`src/rtl/data_sram_axi_resp_pkg.sv`:
```
// Shared types and AXI constants for the data-SRAM to AXI4 responder.
package data_sram_axi_resp_pkg;

  localparam int unsigned ID_W = 4;

  localparam logic [1:0] BURST_INCR = 2'b01;
  localparam logic [2:0] SIZE_1B    = 3'd0;
  localparam logic [2:0] SIZE_2B    = 3'd1;
  localparam logic [2:0] SIZE_4B    = 3'd2;

  typedef enum logic [2:0] {
    IDLE,
    RD_ADDR,
    RD_DATA,
    WR_REQ,
    WR_RESP,
    DONE
  } state_t;

endpackage

```
`src/rtl/axi_size_dec.sv`:
```
// Maps a byte-lane select to an AXI transfer size and the address to present.
module axi_size_dec
  import data_sram_axi_resp_pkg::*;
(
  input  logic [3:0]  sel,
  input  logic [31:0] addr,
  output logic [2:0]  size,
  output logic [31:0] addr_aligned
);

  always_comb begin
    size = SIZE_4B;
    case (sel)
      4'b1111:                            size = SIZE_4B;
      4'b0011, 4'b1100:                   size = SIZE_2B;
      4'b0001, 4'b0010, 4'b0100, 4'b1000: size = SIZE_1B;
      // irregular lane patterns travel as a full word with a sparse strobe
      default:                            size = SIZE_4B;
    endcase
  end

  always_comb begin
    addr_aligned = addr;
    if (size == SIZE_4B) addr_aligned = {addr[31:2], 2'b00};
  end

endmodule

```
`src/rtl/data_sram_axi_resp.sv`:
```
// Turns each EX-stage data-SRAM request into one single-beat AXI4 read or write,
// stalling the pipeline until the response arrives.
module data_sram_axi_resp
  import data_sram_axi_resp_pkg::*;
#(
  parameter logic [ID_W-1:0] AXI_ID = 4'd1
) (
  input  logic        clk,
  input  logic        rst,
  input  logic        req_en,
  input  logic        req_we,
  input  logic [3:0]  req_sel,
  input  logic [31:0] req_addr,
  input  logic [31:0] req_wdata,
  output logic        stall,
  output logic        rsp_valid,
  output logic [31:0] rsp_rdata,
  output logic [3:0]  arid,
  output logic [31:0] araddr,
  output logic [7:0]  arlen,
  output logic [2:0]  arsize,
  output logic [1:0]  arburst,
  output logic [1:0]  arlock,
  output logic [3:0]  arcache,
  output logic [2:0]  arprot,
  output logic        arvalid,
  input  logic        arready,
  input  logic [3:0]  rid,
  input  logic [31:0] rdata,
  input  logic [1:0]  rresp,
  input  logic        rlast,
  input  logic        rvalid,
  output logic        rready,
  output logic [3:0]  awid,
  output logic [31:0] awaddr,
  output logic [7:0]  awlen,
  output logic [2:0]  awsize,
  output logic [1:0]  awburst,
  output logic [1:0]  awlock,
  output logic [3:0]  awcache,
  output logic [2:0]  awprot,
  output logic        awvalid,
  input  logic        awready,
  output logic [3:0]  wid,
  output logic [31:0] wdata,
  output logic [3:0]  wstrb,
  output logic        wlast,
  output logic        wvalid,
  input  logic        wready,
  input  logic [3:0]  bid,
  input  logic [1:0]  bresp,
  input  logic        bvalid,
  output logic        bready
);

  state_t      state;
  logic [31:0] addr_q;
  logic [31:0] wdata_q;
  logic [3:0]  sel_q;
  logic [2:0]  size_q;
  logic        aw_done;
  logic        w_done;
  logic [2:0]  dec_size;
  logic [31:0] dec_addr;
  logic        aw_hs;
  logic        w_hs;
  logic        unused_ok;

  // decoding the live request and registering the result gives the same
  // values as decoding the latched sel, without a decoder on the output path
  axi_size_dec u_size_dec (
    .sel          (req_sel),
    .addr         (req_addr),
    .size         (dec_size),
    .addr_aligned (dec_addr)
  );

  assign aw_hs = awvalid & awready;
  assign w_hs  = wvalid & wready;

  always_ff @(posedge clk or negedge rst) begin
    if (!rst) begin
      state     <= IDLE;
      addr_q    <= '0;
      wdata_q   <= '0;
      sel_q     <= '0;
      size_q    <= '0;
      aw_done   <= 1'b0;
      w_done    <= 1'b0;
      arvalid   <= 1'b0;
      rready    <= 1'b0;
      awvalid   <= 1'b0;
      wvalid    <= 1'b0;
      bready    <= 1'b0;
      rsp_valid <= 1'b0;
      rsp_rdata <= '0;
    end else begin
      rsp_valid <= 1'b0;
      case (state)
        IDLE: if (req_en) begin
          addr_q  <= dec_addr;
          size_q  <= dec_size;
          sel_q   <= req_sel;
          wdata_q <= req_wdata;
          aw_done <= 1'b0;
          w_done  <= 1'b0;
          if (req_we) begin
            awvalid <= 1'b1;
            wvalid  <= 1'b1;
            state   <= WR_REQ;
          end else begin
            arvalid <= 1'b1;
            state   <= RD_ADDR;
          end
        end
        RD_ADDR: if (arready) begin
          arvalid <= 1'b0;
          rready  <= 1'b1;
          state   <= RD_DATA;
        end
        RD_DATA: if (rvalid) begin
          rready    <= 1'b0;
          rsp_rdata <= rdata;
          rsp_valid <= 1'b1;
          state     <= DONE;
        end
        WR_REQ: begin
          if (aw_hs) begin
            awvalid <= 1'b0;
            aw_done <= 1'b1;
          end
          if (w_hs) begin
            wvalid <= 1'b0;
            w_done <= 1'b1;
          end
          if ((aw_done | aw_hs) && (w_done | w_hs)) begin
            bready <= 1'b1;
            state  <= WR_RESP;
          end
        end
        WR_RESP: if (bvalid) begin
          bready    <= 1'b0;
          rsp_valid <= 1'b1;
          state     <= DONE;
        end
        DONE:    state <= IDLE;
        default: state <= IDLE;
      endcase
    end
  end

  assign stall = ((state == IDLE) && req_en) || ((state != IDLE) && (state != DONE));

  assign arid    = AXI_ID;
  assign araddr  = addr_q;
  assign arlen   = '0;
  assign arsize  = size_q;
  assign arburst = BURST_INCR;
  assign arlock  = '0;
  assign arcache = '0;
  assign arprot  = '0;

  assign awid    = AXI_ID;
  assign awaddr  = addr_q;
  assign awlen   = '0;
  assign awsize  = size_q;
  assign awburst = BURST_INCR;
  assign awlock  = '0;
  assign awcache = '0;
  assign awprot  = '0;

  assign wid     = AXI_ID;
  assign wdata   = wdata_q;
  assign wstrb   = sel_q;
  assign wlast   = 1'b1;

  // response IDs and status are deliberately ignored
  assign unused_ok = ^{rid, rresp, rlast, bid, bresp};

endmodule

```
`config.mk`:
```
export PLATFORM = sky130hd
export DESIGN_NAME = data_sram_axi_resp
export DESIGN_NICKNAME = d
export VERILOG_FILES = /design/src/rtl/data_sram_axi_resp_pkg.sv /design/src/rtl/axi_size_dec.sv /design/src/rtl/data_sram_axi_resp.sv
export SDC_FILE = /design/constraint.sdc
export NUM_CORES = 1
export LEC_CHECK = 0
export ABC_AREA = 0
export CORE_ASPECT_RATIO = 0.6
export CORE_MARGIN = 3
export CORE_UTILIZATION = 31
export DETAILED_ROUTE_END_ITERATION = 10
export PLACE_DENSITY = 0.73
export SETUP_SLACK_MARGIN = 0.15
export SYNTH_ARGS = -nofsm -noshare
export SYNTH_HDL_FRONTEND = slang
export SYNTH_SLANG_ARGS = --single-unit
```
`constraint.sdc`:
```
create_clock -name clk -period 5.4 [get_ports clk]
set_clock_uncertainty 0.2 [all_clocks]
set_input_delay 0.54 -clock clk [delete_from_list [all_inputs] [get_ports clk]]
set_output_delay 0.54 -clock clk [all_outputs]
set_load 0.005 [all_outputs]
```
==> metrics.csv <==
stage,metric,value,unit
synth,count of warnings emitted by yosys,0,
routing,number of iterations in the first detailed-routing pass,4,
synth,synth top area cells,"sky130_fd_sc_hd__dfrtp_1, sky130_fd_sc_hd__mux2_2, sky130_fd_sc_hd__buf_4",
power,Max IR drop VDD,273,uV
sta,final critical path time including I/O delays and setup,2.84,ns
synth,most frequent cells after synthesis,"sky130_fd_sc_hd__dfrtp_1, sky130_fd_sc_hd__mux2_2, sky130_fd_sc_hd__buf_4, sky130_fd_sc_hd__a21oi_1, sky130_fd_sc_hd__buf_6",
clocking,CTS sink cnt,113,
synth,sequential share of the synthesized area,55.3,%
clocking,Inserted Clock Buffers,17,
placement,IO buf count,251,
synth,number of flops mapped to enable cells by yosys,0,
critical_path,worst path required time,4.66,ns
final_layout,post-route design area,0.00789,mm^2
synth,cell area after synthesis,0.00512,mm^2
synth,proportion of netlist area held by the largest area contributor,55.3,%
sta,actual slew at the worst max-slew pin,0.952,ns
routing,post-route antenna net violation count,0,
clocking,master cell of the clock root buffer,sky130_fd_sc_hd__clkbuf_16,
synth,ys flop type,sky130_fd_sc_hd__dfrtp_1,
worst_hold_path,Min-Delay Path Class,input pin to asynchronous set/reset pin,
sta,pins over their slew limit,0,
final_layout,number of nets at the end of the flow,722,
critical_path,maximum net fanout on the critical path,20,
critical_path,Setup Crit Path Kind,register to primary output,
critical_path,data arrival time of the critical path,2.10,ns
clocking,H-tree depth,4,
global_route,overall global routing resource usage,14.4,%
placement,routability congestion estimate,0.752,
floorplanning,die area,0.0181,mm^2
floorplanning,area of the core,0.0158,mm^2
global_route,first-pass GRT wire length,20300,um
synth,cell type with the largest total area after synthesis,sky130_fd_sc_hd__dfrtp_1,
power,overall power,0.00469,W
power,PD cells,595,mW/mm^2
final_layout,antenna fix cells,0,
clocking,post-cts sizing count,0,
clocking,count of buffers added by post-CTS timing repair for setup,0,
routing,vias per inst,4.29,
clocking,number of buffers between clock root and the deepest sink,2,
final_layout,number of standard cells in the final layout excluding fillers,816,
sta,headroom to the max-slew limit,36.5,%
power,reported leakage power,3.28,nW
final_layout,share of layout cells above drive strength 1,22.2,%
synth,distinct cell type count after synthesis,34,
routing,DR vias,3500,
floorplanning,die extent in y,106,um
synth,"flops & latches, synth",113,
global_route,via count of the first global-routing pass,3706,
final_layout,number of fillers in the final layout,1377,
status,run status,finished clean,
placement,number of cells after detailed placement,784,
floorplanning,initial core utilization,32.5,%
clocking,hold-fix buffers at CTS,0,
floorplanning,boundary pin count,318,
global_route,remaining global-route overflow,0,
routing,violation count after the first detailed-routing iteration,89,
critical_path,type of element capturing the critical path,primary output,
sta,min setup slack post-route,2.56,ns
routing,final wirelength,13500,um
placement,setup slack at placement,2.44,ns
placement,Placed Area,0.00730,mm^2
sta,post-route fraction of the period consumed by the critical path,52.6,%
clocking,CTS tree,done,
sta,Max Freq,0.352,GHz
final_layout,area added between synthesis and finish,54.2,%
sta,number of endpoints with negative hold slack in the final report,0,
placement,half-perimeter wire length after detailed placement,10100,um
critical_path,Worst Setup Start Kind,register,
sta,RSZ-0062 raised after global routing,no,
synth,fraction of registers with async set/reset,100,%
global_route,number of antenna violations at the first check in global routing,0,
sta,setup TNS after final layout,0,ns
sta,Final setup viols,0,
synth,mean instance size in the synthesized netlist,13.5,um^2
floorplanning,die width,172,um
synth,synthesized instance count,379,
clocking,clock latency on the worst-skew pair,0.39,ns
run,maxcap violations,0,
global_route,largest net degree at the start of global routing,76,
clocking,"CTS clk-pin slew, worst paths",0.06,ns
routing,post-route DRC violation count,0,
floorplanning,standard-cell row count,35,
routing,routed wire length per instance,16.5,um
synth,most frequently used cell type in the post-synthesis netlist,sky130_fd_sc_hd__dfrtp_1,
[per-layer routing]
| metal | vias up | routed length, um | GRT usage, % |
|---|---|---|---|
| met5 | - | 0 | 0 |
| met4 | 0 | 43 | 3.08 |
| met3 | 5 | 1430 | 7.01 |
| met2 | 161 | 6960 | 25.2 |
| met1 | 1728 | 5050 | 15.8 |
| li1 | 1606 | - | - |
[flip-flops by register name, indices dropped and copies added (netlist names), 2 cells and up]
register   flops
araddr        32
arsize         2
rsp_rdata     32
state          3
wdata         32
wstrb          4
[power breakdown]
group / internal [W] / leakage (nW) / total, W / switching [W]
logic: 0.00139 / 1.65 / 0.00200 / 0.000614
registers: 0.00128 / 1.34 / 0.00158 / 0.000302
clock network: 0.000706 / 0.283 / 0.00111 / 0.000403
[kinds of logic (layout without fill, tap and decap cells)]
group	after synthesis	in the layout	synth area share [%]
compound gates	30	30	3.57
xor+xnor	1	1	0.171
other cells	2	53	0.147
flops	113	113	55.3
mux	100	100	22.0
simple gates	26	26	3.15
buf+inv	107	290	15.7
[per-stage QoR]
step                hold slack (ns)  util (%)
floorplan                    0.0444         -
global placement              0.273      46.3
finish                       0.0260      50.1
detailed placement            0.284      46.3
CTS                          0.0621      50.1
global route                 0.0875      50.1
[final cells by class]
cell class              count  area [um^2]  share of cell area, %
clock buffers              20          457                   5.79
clock inverters            12          133                   1.68
inverters                   5         18.8                  0.238
multi-input cells         210         1680                   21.2
flip-flops and latches    113         2830                   35.8
well taps                 203          254                   3.22
repair buffers            253         2520                   32.0
[final timing paths]
path / startpoint / end / slack [ns] / cells past startpoint
max: state[0] / stall / 2.56 / 3
max in group asynchronous: rst / araddr[9] / 3.78 / 2
min reg2reg: rsp_rdata[8] / rsp_rdata[8] / 0.29 / 1
max reg2reg: state[0] / araddr[18] / 2.82 / 3
min in group clk: rsp_rdata[8] / rsp_rdata[8] / 0.29 / 1
min: rst / wdata[25] / 0.03 / 1
[cell usage in the layout, fill, tap and decap left out, types with 2 or more instances in the layout]
cell and count:
sky130_fd_sc_hd__a41oi_1 2, sky130_fd_sc_hd__mux2_2 98, sky130_fd_sc_hd__buf_4 3, sky130_fd_sc_hd__bufinv_16 2, sky130_fd_sc_hd__inv_1 5, sky130_fd_sc_hd__a31oi_1 4
sky130_fd_sc_hd__o22ai_1 3, sky130_fd_sc_hd__inv_6 2, sky130_fd_sc_hd__nand3b_1 2, sky130_fd_sc_hd__nor2_1 7, sky130_fd_sc_hd__dfrtp_1 113, sky130_fd_sc_hd__clkbuf_8 2
sky130_fd_sc_hd__o21ai_0 6, sky130_fd_sc_hd__clkdlybuf4s50_1 250, sky130_fd_sc_hd__clkbuf_16 17, sky130_fd_sc_hd__a21oi_1 10, sky130_fd_sc_hd__clkinv_2 3, sky130_fd_sc_hd__o2bb2ai_1 2
sky130_fd_sc_hd__clkinvlp_4 3, sky130_fd_sc_hd__nor2b_1 2, sky130_fd_sc_hd__conb_1 53, sky130_fd_sc_hd__nand2_1 6, sky130_fd_sc_hd__clkinv_4 2
[critical path, cell delays in order, from the launching register on]
cell and delay [ns]:
sky130_fd_sc_hd__dfrtp_1 0.79, sky130_fd_sc_hd__nor3_1 0.13, sky130_fd_sc_hd__o21ai_0 0.23, sky130_fd_sc_hd__clkdlybuf4s50_1 0.57
Power figures use the tool's default switching activity.
